$ cat src/rtl/atm_ledger_arbiter_if.sv
// atm_ledger_arbiter_if: terminal request/response and ledger-load bundle
interface atm_ledger_arbiter_if #(
  parameter int NUM_PORTS = 2,
  parameter int ACCT_DEPTH = 4,
  parameter int W = 12
);
  localparam int IW = ACCT_DEPTH > 1 ? $clog2(ACCT_DEPTH) : 1;
  logic [NUM_PORTS-1:0] req;
  logic [3*NUM_PORTS-1:0] op;
  logic [W*NUM_PORTS-1:0] src_acct;
  logic [W*NUM_PORTS-1:0] dst_acct;
  logic [W*NUM_PORTS-1:0] amount;
  logic init_we;
  logic [IW-1:0] init_idx;
  logic [W-1:0] init_acct;
  logic [W-1:0] init_bal;
  logic [NUM_PORTS-1:0] gnt;
  logic [NUM_PORTS-1:0] done;
  logic [2:0] status;
  logic [W-1:0] bal_out;
  logic [W-1:0] dst_bal_out;
  logic busy;
  modport master (
    output req, op, src_acct, dst_acct, amount, init_we, init_idx, init_acct, init_bal,
    input gnt, done, status, bal_out, dst_bal_out, busy
  );
  modport slave (
    input req, op, src_acct, dst_acct, amount, init_we, init_idx, init_acct, init_bal,
    output gnt, done, status, bal_out, dst_bal_out, busy
  );
endinterface

$ cat src/rtl/atm_ledger_arbiter.sv
// atm_ledger_arbiter: round-robin arbiter running atomic ATM transactions on an owned ledger
module atm_ledger_arbiter #(
  parameter int NUM_PORTS = 2,
  parameter int ACCT_DEPTH = 4,
  parameter int W = 12
) (
  input logic clk,
  input logic rst,
  atm_ledger_arbiter_if.slave b
);
  localparam int PW = NUM_PORTS > 1 ? $clog2(NUM_PORTS) : 1;
  localparam int IW = ACCT_DEPTH > 1 ? $clog2(ACCT_DEPTH) : 1;
  typedef enum logic [1:0] {IDLE, LOOKUP, EXEC, RESP} state_t;
  state_t state, state_nx;
  logic vld [ACCT_DEPTH];
  logic [W-1:0] acct [ACCT_DEPTH];
  logic [W-1:0] bal [ACCT_DEPTH];
  logic [PW-1:0] rr_ptr, win_c;
  logic [PW:0] j;
  logic any, grant;
  logic [2:0] l_op, op_c, st_c;
  logic [W-1:0] l_src, l_dst, l_amt, src_c, dst_c, amt_c, sb, db, nsb;
  logic [IW-1:0] src_idx, dst_idx, s_i, d_i;
  logic src_f, dst_f, s_f, d_f, is_x, ok;
  logic [W:0] s_sum, d_sum;

  // Descending scan so the requester closest after rr_ptr wins
  always_comb begin
    any = 1'b0;
    win_c = '0;
    j = '0;
    for (int k = NUM_PORTS - 1; k >= 0; k--) begin
      j = {1'b0, rr_ptr} + (PW+1)'(k);
      j = j >= (PW+1)'(NUM_PORTS) ? j - (PW+1)'(NUM_PORTS) : j;
      if (b.req[j[PW-1:0]]) begin
        any = 1'b1;
        win_c = j[PW-1:0];
      end
    end
    op_c = '0;
    src_c = '0;
    dst_c = '0;
    amt_c = '0;
    for (int p = 0; p < NUM_PORTS; p++)
      if (win_c == PW'(p)) begin
        op_c = b.op[3*p +: 3];
        src_c = b.src_acct[W*p +: W];
        dst_c = b.dst_acct[W*p +: W];
        amt_c = b.amount[W*p +: W];
      end
  end

  assign grant = state == IDLE && any && !b.init_we;
  assign b.busy = state != IDLE;

  always_ff @(posedge clk or posedge rst)
    if (rst) state <= IDLE;
    else state <= state_nx;

  always_comb
    state_nx = state == IDLE ? (grant ? LOOKUP : IDLE) :
               state == LOOKUP ? EXEC :
               state == EXEC ? RESP : IDLE;

  // Descending scan so the lowest matching index wins
  always_comb begin
    s_f = 1'b0;
    s_i = '0;
    d_f = 1'b0;
    d_i = '0;
    for (int i = ACCT_DEPTH - 1; i >= 0; i--) begin
      if (vld[i] && acct[i] == l_src) begin
        s_f = 1'b1;
        s_i = IW'(i);
      end
      if (vld[i] && acct[i] == l_dst) begin
        d_f = 1'b1;
        d_i = IW'(i);
      end
    end
  end

  always_comb begin
    sb = src_f ? bal[src_idx] : '0;
    db = dst_f ? bal[dst_idx] : '0;
    is_x = l_op == 3'd3;
    s_sum = {1'b0, sb} + {1'b0, l_amt};
    d_sum = {1'b0, db} + {1'b0, l_amt};
    st_c = (l_op > 3'd3 || (is_x && l_src == l_dst)) ? 3'd4 :
           !src_f ? 3'd1 :
           (is_x && !dst_f) ? 3'd2 :
           (l_op != 3'd2 && l_amt == '0) ? 3'd5 :
           ((l_op == 3'd1 || is_x) && l_amt > sb) ? 3'd3 :
           ((l_op == 3'd0 && s_sum[W]) || (is_x && d_sum[W])) ? 3'd6 : 3'd0;
    ok = st_c == 3'd0;
    nsb = l_op == 3'd0 ? s_sum[W-1:0] : (l_op == 3'd1 || is_x) ? sb - l_amt : sb;
  end

  always_ff @(posedge clk or posedge rst)
    if (rst) begin
      rr_ptr <= '0;
      l_op <= '0;
      l_src <= '0;
      l_dst <= '0;
      l_amt <= '0;
      src_idx <= '0;
      dst_idx <= '0;
      src_f <= 1'b0;
      dst_f <= 1'b0;
      b.gnt <= '0;
      b.done <= '0;
      b.status <= '0;
      b.bal_out <= '0;
      b.dst_bal_out <= '0;
      for (int i = 0; i < ACCT_DEPTH; i++) begin
        vld[i] <= 1'b0;
        acct[i] <= '0;
        bal[i] <= '0;
      end
    end else begin
      b.done <= '0;
      if (state == IDLE && b.init_we) begin
        vld[b.init_idx] <= 1'b1;
        acct[b.init_idx] <= b.init_acct;
        bal[b.init_idx] <= b.init_bal;
      end
      if (grant) begin
        l_op <= op_c;
        l_src <= src_c;
        l_dst <= dst_c;
        l_amt <= amt_c;
        b.gnt <= NUM_PORTS'(1) << win_c;
        rr_ptr <= win_c == PW'(NUM_PORTS - 1) ? '0 : win_c + 1'b1;
      end
      if (state == LOOKUP) begin
        src_idx <= s_i;
        dst_idx <= d_i;
        src_f <= s_f;
        dst_f <= d_f;
      end
      if (state == EXEC) begin
        b.done <= b.gnt;
        b.status <= st_c;
        b.bal_out <= ok ? nsb : sb;
        b.dst_bal_out <= is_x ? (ok ? d_sum[W-1:0] : db) : '0;
        if (ok && l_op != 3'd2) bal[src_idx] <= nsb;
        if (ok && is_x) bal[dst_idx] <= d_sum[W-1:0];
      end
      if (state == RESP) b.gnt <= '0;
    end
endmodule

$ cat src/flat_wrapper.sv
// flat-port wrapper written by rule: the top's interface ports become plain ports
module atm_ledger_arbiter_flat 
#(
  parameter int NUM_PORTS = 2,
  parameter int ACCT_DEPTH = 4,
  parameter int W = 12
)
  (clk, rst, b_req, b_op, b_src_acct, b_dst_acct, b_amount, b_init_we, b_init_idx, b_init_acct, b_init_bal, b_gnt, b_done, b_status, b_bal_out, b_dst_bal_out, b_busy);
  atm_ledger_arbiter_if #(.NUM_PORTS(NUM_PORTS), .ACCT_DEPTH(ACCT_DEPTH), .W(W)) b_i ();
  input logic clk;
  input logic rst;
  input wire logic [$bits(b_i.req)-1:0] b_req;
  input wire logic [$bits(b_i.op)-1:0] b_op;
  input wire logic [$bits(b_i.src_acct)-1:0] b_src_acct;
  input wire logic [$bits(b_i.dst_acct)-1:0] b_dst_acct;
  input wire logic [$bits(b_i.amount)-1:0] b_amount;
  input wire logic [$bits(b_i.init_we)-1:0] b_init_we;
  input wire logic [$bits(b_i.init_idx)-1:0] b_init_idx;
  input wire logic [$bits(b_i.init_acct)-1:0] b_init_acct;
  input wire logic [$bits(b_i.init_bal)-1:0] b_init_bal;
  output wire logic [$bits(b_i.gnt)-1:0] b_gnt;
  output wire logic [$bits(b_i.done)-1:0] b_done;
  output wire logic [$bits(b_i.status)-1:0] b_status;
  output wire logic [$bits(b_i.bal_out)-1:0] b_bal_out;
  output wire logic [$bits(b_i.dst_bal_out)-1:0] b_dst_bal_out;
  output wire logic [$bits(b_i.busy)-1:0] b_busy;
  assign b_i.req = b_req;
  assign b_i.op = b_op;
  assign b_i.src_acct = b_src_acct;
  assign b_i.dst_acct = b_dst_acct;
  assign b_i.amount = b_amount;
  assign b_i.init_we = b_init_we;
  assign b_i.init_idx = b_init_idx;
  assign b_i.init_acct = b_init_acct;
  assign b_i.init_bal = b_init_bal;
  assign b_gnt = b_i.gnt;
  assign b_done = b_i.done;
  assign b_status = b_i.status;
  assign b_bal_out = b_i.bal_out;
  assign b_dst_bal_out = b_i.dst_bal_out;
  assign b_busy = b_i.busy;
  atm_ledger_arbiter #(.NUM_PORTS(NUM_PORTS), .ACCT_DEPTH(ACCT_DEPTH), .W(W)) u_core (.clk(clk), .rst(rst), .b(b_i));
endmodule
$ cat config.mk
export PLATFORM = sky130hd
export DESIGN_NAME = atm_ledger_arbiter_flat
export DESIGN_NICKNAME = d
export VERILOG_FILES = /design/src/rtl/atm_ledger_arbiter_if.sv /design/src/rtl/atm_ledger_arbiter.sv /design/src/flat_wrapper.sv
export SDC_FILE = /design/constraint.sdc
export NUM_CORES = 1
export LEC_CHECK = 0
export CAP_MARGIN = 20
export CELL_PAD_IN_SITES_DETAIL_PLACEMENT = 2
export CELL_PAD_IN_SITES_GLOBAL_PLACEMENT = 2
export CORE_MARGIN = 2
export CORE_UTILIZATION = 35
export CTS_CLUSTER_SIZE = 14
export DETAILED_ROUTE_END_ITERATION = 7
export PLACE_DENSITY = 0.89
export SYNTH_ARGS = -nofsm -noshare
export SYNTH_HDL_FRONTEND = slang
export SYNTH_SLANG_ARGS = --single-unit
$ cat constraint.sdc
create_clock -name clk -period 7.7 [get_ports clk]
set_input_delay 1.155 -clock clk [delete_from_list [all_inputs] [get_ports clk]]
set_output_delay 1.155 -clock clk [all_outputs]
set_load 0.01 [all_outputs]
==> flow_summary.toml <==
[floorplanning]
rows = 69
die_x_um = 192
design.die.area_sq_mm = 0.0370
io_pins = 141
design.core.area_sq_mm = 0.0352
die_height_um = 192
initial_core_util_pct = 35.3

[yosys]
synthTopCellsByArea = "dfrtp_1, nand2_1, xnor2_1"
synth_top_area_share_pct = 36.1
netlist_area_sq_mm = 0.0124
async_reset_ff_share_pct = 100
yosysWarnings = 0
ys_top_cells_by_count = "nand2_1, dfrtp_1, xnor2_1, mux2i_1, clkbuf_1"
syn_avg_cell_area_sq_um = 8.84
yosysMostFrequentCell = "nand2_1"
synth_cell_type_count = 83
synth_edf_count = 0
synth_cells = 1405
ys_ff_latch = 179
yosysTopAreaCell = "dfrtp_1"
synth_flop_cell = "dfrtp_1"
synth-seq-area-share_pct = 36.1
synthesis.nets = 1558

[grt]
grt_pass1_vias = 13400
grt_first_pass_wirelength_mm = 83.2
overflow = 0
grt_antenna_before_repair = 3
top_usage_layer = "met2"
grtUsageMet3_pct = 5.66
track_usage_pct = 30.2
grt_max_degree = 84
use_met2_pct = 51.3
grt_use_met1_pct = 36.8

[sta]
rsz0062_at_grt = "false"
setup_viol = 0
relSlewSlack_pct = 23.2
skew_ns = 0.0173
maxSlewViolCount = 0
finalWorstPathRequiredPeriod_ns = 5.29
finalHoldViolCount = 0
fin_setup_tns_ns = 0
worstMarginPinSlew_ns = 1.15
period_share_pct = 68.7
fmax_mhz = 189

[power]
p_sw_mw = 3.57
peakVddDrop_v = 0.000189
combinationalPowerShare_pct = 56.8
seqPwrFrac_pct = 30.4
leakagePower_nw = 6.34
power.density_mw_per_mm2 = 473
switching_share_pct = 51.3
internal-power_mw = 3.38
p_total_mw = 6.95
pwr-share-clk_pct = 12.8

[worst_setup_path]
crit_chain = "buf_8 -> mux4_2 -> and2_1 -> ha_1 -> o21ai_0 -> a22oi_2 -> and3_1 -> a21oi_4 -> nor4_2 -> nand4_1 -> and3_1 -> a221oi_1"
critPathKind = "reg -> reg"
critPathLaunchType = "register"
cp-end-kind = "register"
critPathSlowestCell = "nand4_1"
crit_fanout = 12
reg2reg_depth = 12
critPathMaxStageDelay_ns = 0.80
cpMostUsedCell = "and3_1"
cp.arrival_ns = 5.64
r2r_end = "u_core.bal[7]"
required_ns = 8.05
reg2reg_from = "u_core.src_idx[0]"
reg2reg_slack_ns = 2.41

[placed_design]
port_buffers = 140
dp_hpwl_mm = 39.6
globalplace.congestion = 0.921

[cells_and_area]
final_nets = 1637
syn2layout_area_growth_pct = 18.4
fill_cells = 3819
regArea_sq_mm = 0.00448
multiInputGateArea_sq_mm = 0.00731
drive_above_1_share_pct = 7.69

[route]
vias = 12000
postRouteAntennaNets = 0
post_drt_wl_per_cell_um = 28.1
routed_wl_mm = 55.0
drtIter0Drc = 1193
drc = 0
dr.pass1.iters = 5
vias_per_cell = 6.15

[cts]
cts_tree = "done"
cts_resized = 0
cts_sinks = 179
clkSlewWorstSetupHoldPaths_ns = 0.08
hold_buffers = 0
cts_root_buf = "clkbuf_16"
cts_buffer_depth = 2
cts_buffers = 17
clock_latency_ns = 0.47
htreeDepth = 4
cts_setup_buffers = 0

[min_path]
worstHoldStart = "u_core.b.bal_out[3]"
min_path_cells = 1
min_to = "u_core.b.bal_out[3]"
hold_path.class = "reg -> reg"

[status]
status = "completed"

[flow_run]
drv_cap = 0
[cell usage in the layout (no fill, tap or decap), types with 9 or more instances in the layout]
master | Yosys | layout
mux2i_1 | 68 | 68
a32oi_1 | 22 | 22
and3_1 | 9 | 9
inv_1 | 60 | 59
nand2b_1 | 14 | 14
o22ai_1 | 38 | 38
ha_1 | 41 | 40
nand3_1 | 39 | 39
nand4_1 | 18 | 18
clkbuf_16 | 0 | 17
clkdlybuf4s50_1 | 0 | 140
nor3_1 | 26 | 25
nor2_1 | 46 | 46
nand2_1 | 308 | 308
mux4_2 | 23 | 23
and2_1 | 24 | 24
nor4_1 | 18 | 18
xor2_1 | 42 | 42
buf_4 | 2 | 15
o21ai_0 | 61 | 61
dfrtp_1 | 179 | 179
a21oi_1 | 43 | 43
xnor2_1 | 78 | 78
o221a_2 | 13 | 13
[registers in the layout, indices dropped and copies added (netlist names), 3 cells and up]
register              count
u_core.l_dst             12
u_core.l_op               3
u_core.acct              48
u_core.vld                4
u_core.b.status           3
u_core.b.bal_out         12
u_core.bal               48
u_core.l_src             12
u_core.l_amt             12
u_core.b.dst_bal_out     12
[power groups by stage]
stage	registers [mW]	logic (mW)	clock network (mW)
2_1_floorplan	1.66	2.77	0
3_3_place_gp	2.02	3.52	0
3_5_place_dp	2.07	3.76	0
4_1_cts	2.08	3.87	0.895
5_1_grt	2.14	4.25	0.927
6_report	2.12	3.95	0.887
[routing by layer]
metal,vias up,routed length (um)
li1,5092,-
met1,6220,21800
met2,547,27100
met3,184,3400
met4,4,2640
met5,-,31
[kinds of logic (layout without fill, tap and decap cells)]
family | Yosys count | after routing | synth area share, %
buffers and inverters | 157 | 248 | 5.31
muxes | 101 | 101 | 10.6
and+or+nand+nor | 531 | 531 | 19.4
other | 0 | 1 | 0
xor gates and xnor gates | 120 | 120 | 8.46
adders and majority gates | 44 | 44 | 4.61
AOI/OAI and AO/OA | 273 | 273 | 15.5
DFF | 179 | 179 | 36.1
[layout make-up]
type / count / share of cell area (%)
timing repair buffer: 157 / 10.6
clock inverter: 10 / 0.646
inverter: 60 / 1.56
sequential: 179 / 30.4
multi-input combinational: 1069 / 49.6
clock buffer: 21 / 3.20
antenna: 1 / 0.0170
tap: 461 / 3.92
[metrics by stage]
step           setup WS [ns]  utilization, %  hold WS (ns)  area [sq um]  std cells
2_1_floorplan           1.69               -         0.456         12400       1405
3_3_place_gp            2.70            40.0         0.481         14100       1923
3_5_place_dp            2.38            40.0         0.501         14100       1923
4_1_cts                 2.33            41.6         0.516         14700       1954
5_1_grt                 2.29            41.8         0.535         14700       1958
6_report                2.41            41.8         0.508         14700       1958
[critical path: cells and delay by family, from the launching register on]
kind | cells | cell delay [ns]
muxes | 1 | 0.52
buffers and inverters | 1 | 0.24
and+or+nand+nor | 5 | 2.36
adders and majority gates | 1 | 0.50
DFF | 1 | 0.71
AOI/OAI and AO/OA | 4 | 0.83
[worst max-delay path by stage]
stage                      start             end  slack [ns]  depth (start not counted)
3_5_place_dp   u_core.src_idx[0]  u_core.bal[35]        2.38                         11
6_report       u_core.src_idx[0]   u_core.bal[7]        2.41                         12
5_1_grt        u_core.src_idx[0]   u_core.bal[7]        2.29                         12
2_1_floorplan                rst  u_core.acct[0]        1.69                          1
4_1_cts        u_core.src_idx[0]  u_core.bal[38]        2.33                         12
3_3_place_gp   u_core.src_idx[0]  u_core.bal[35]        2.70                         11
No activity file was read; power rests on OpenSTA's default activity.
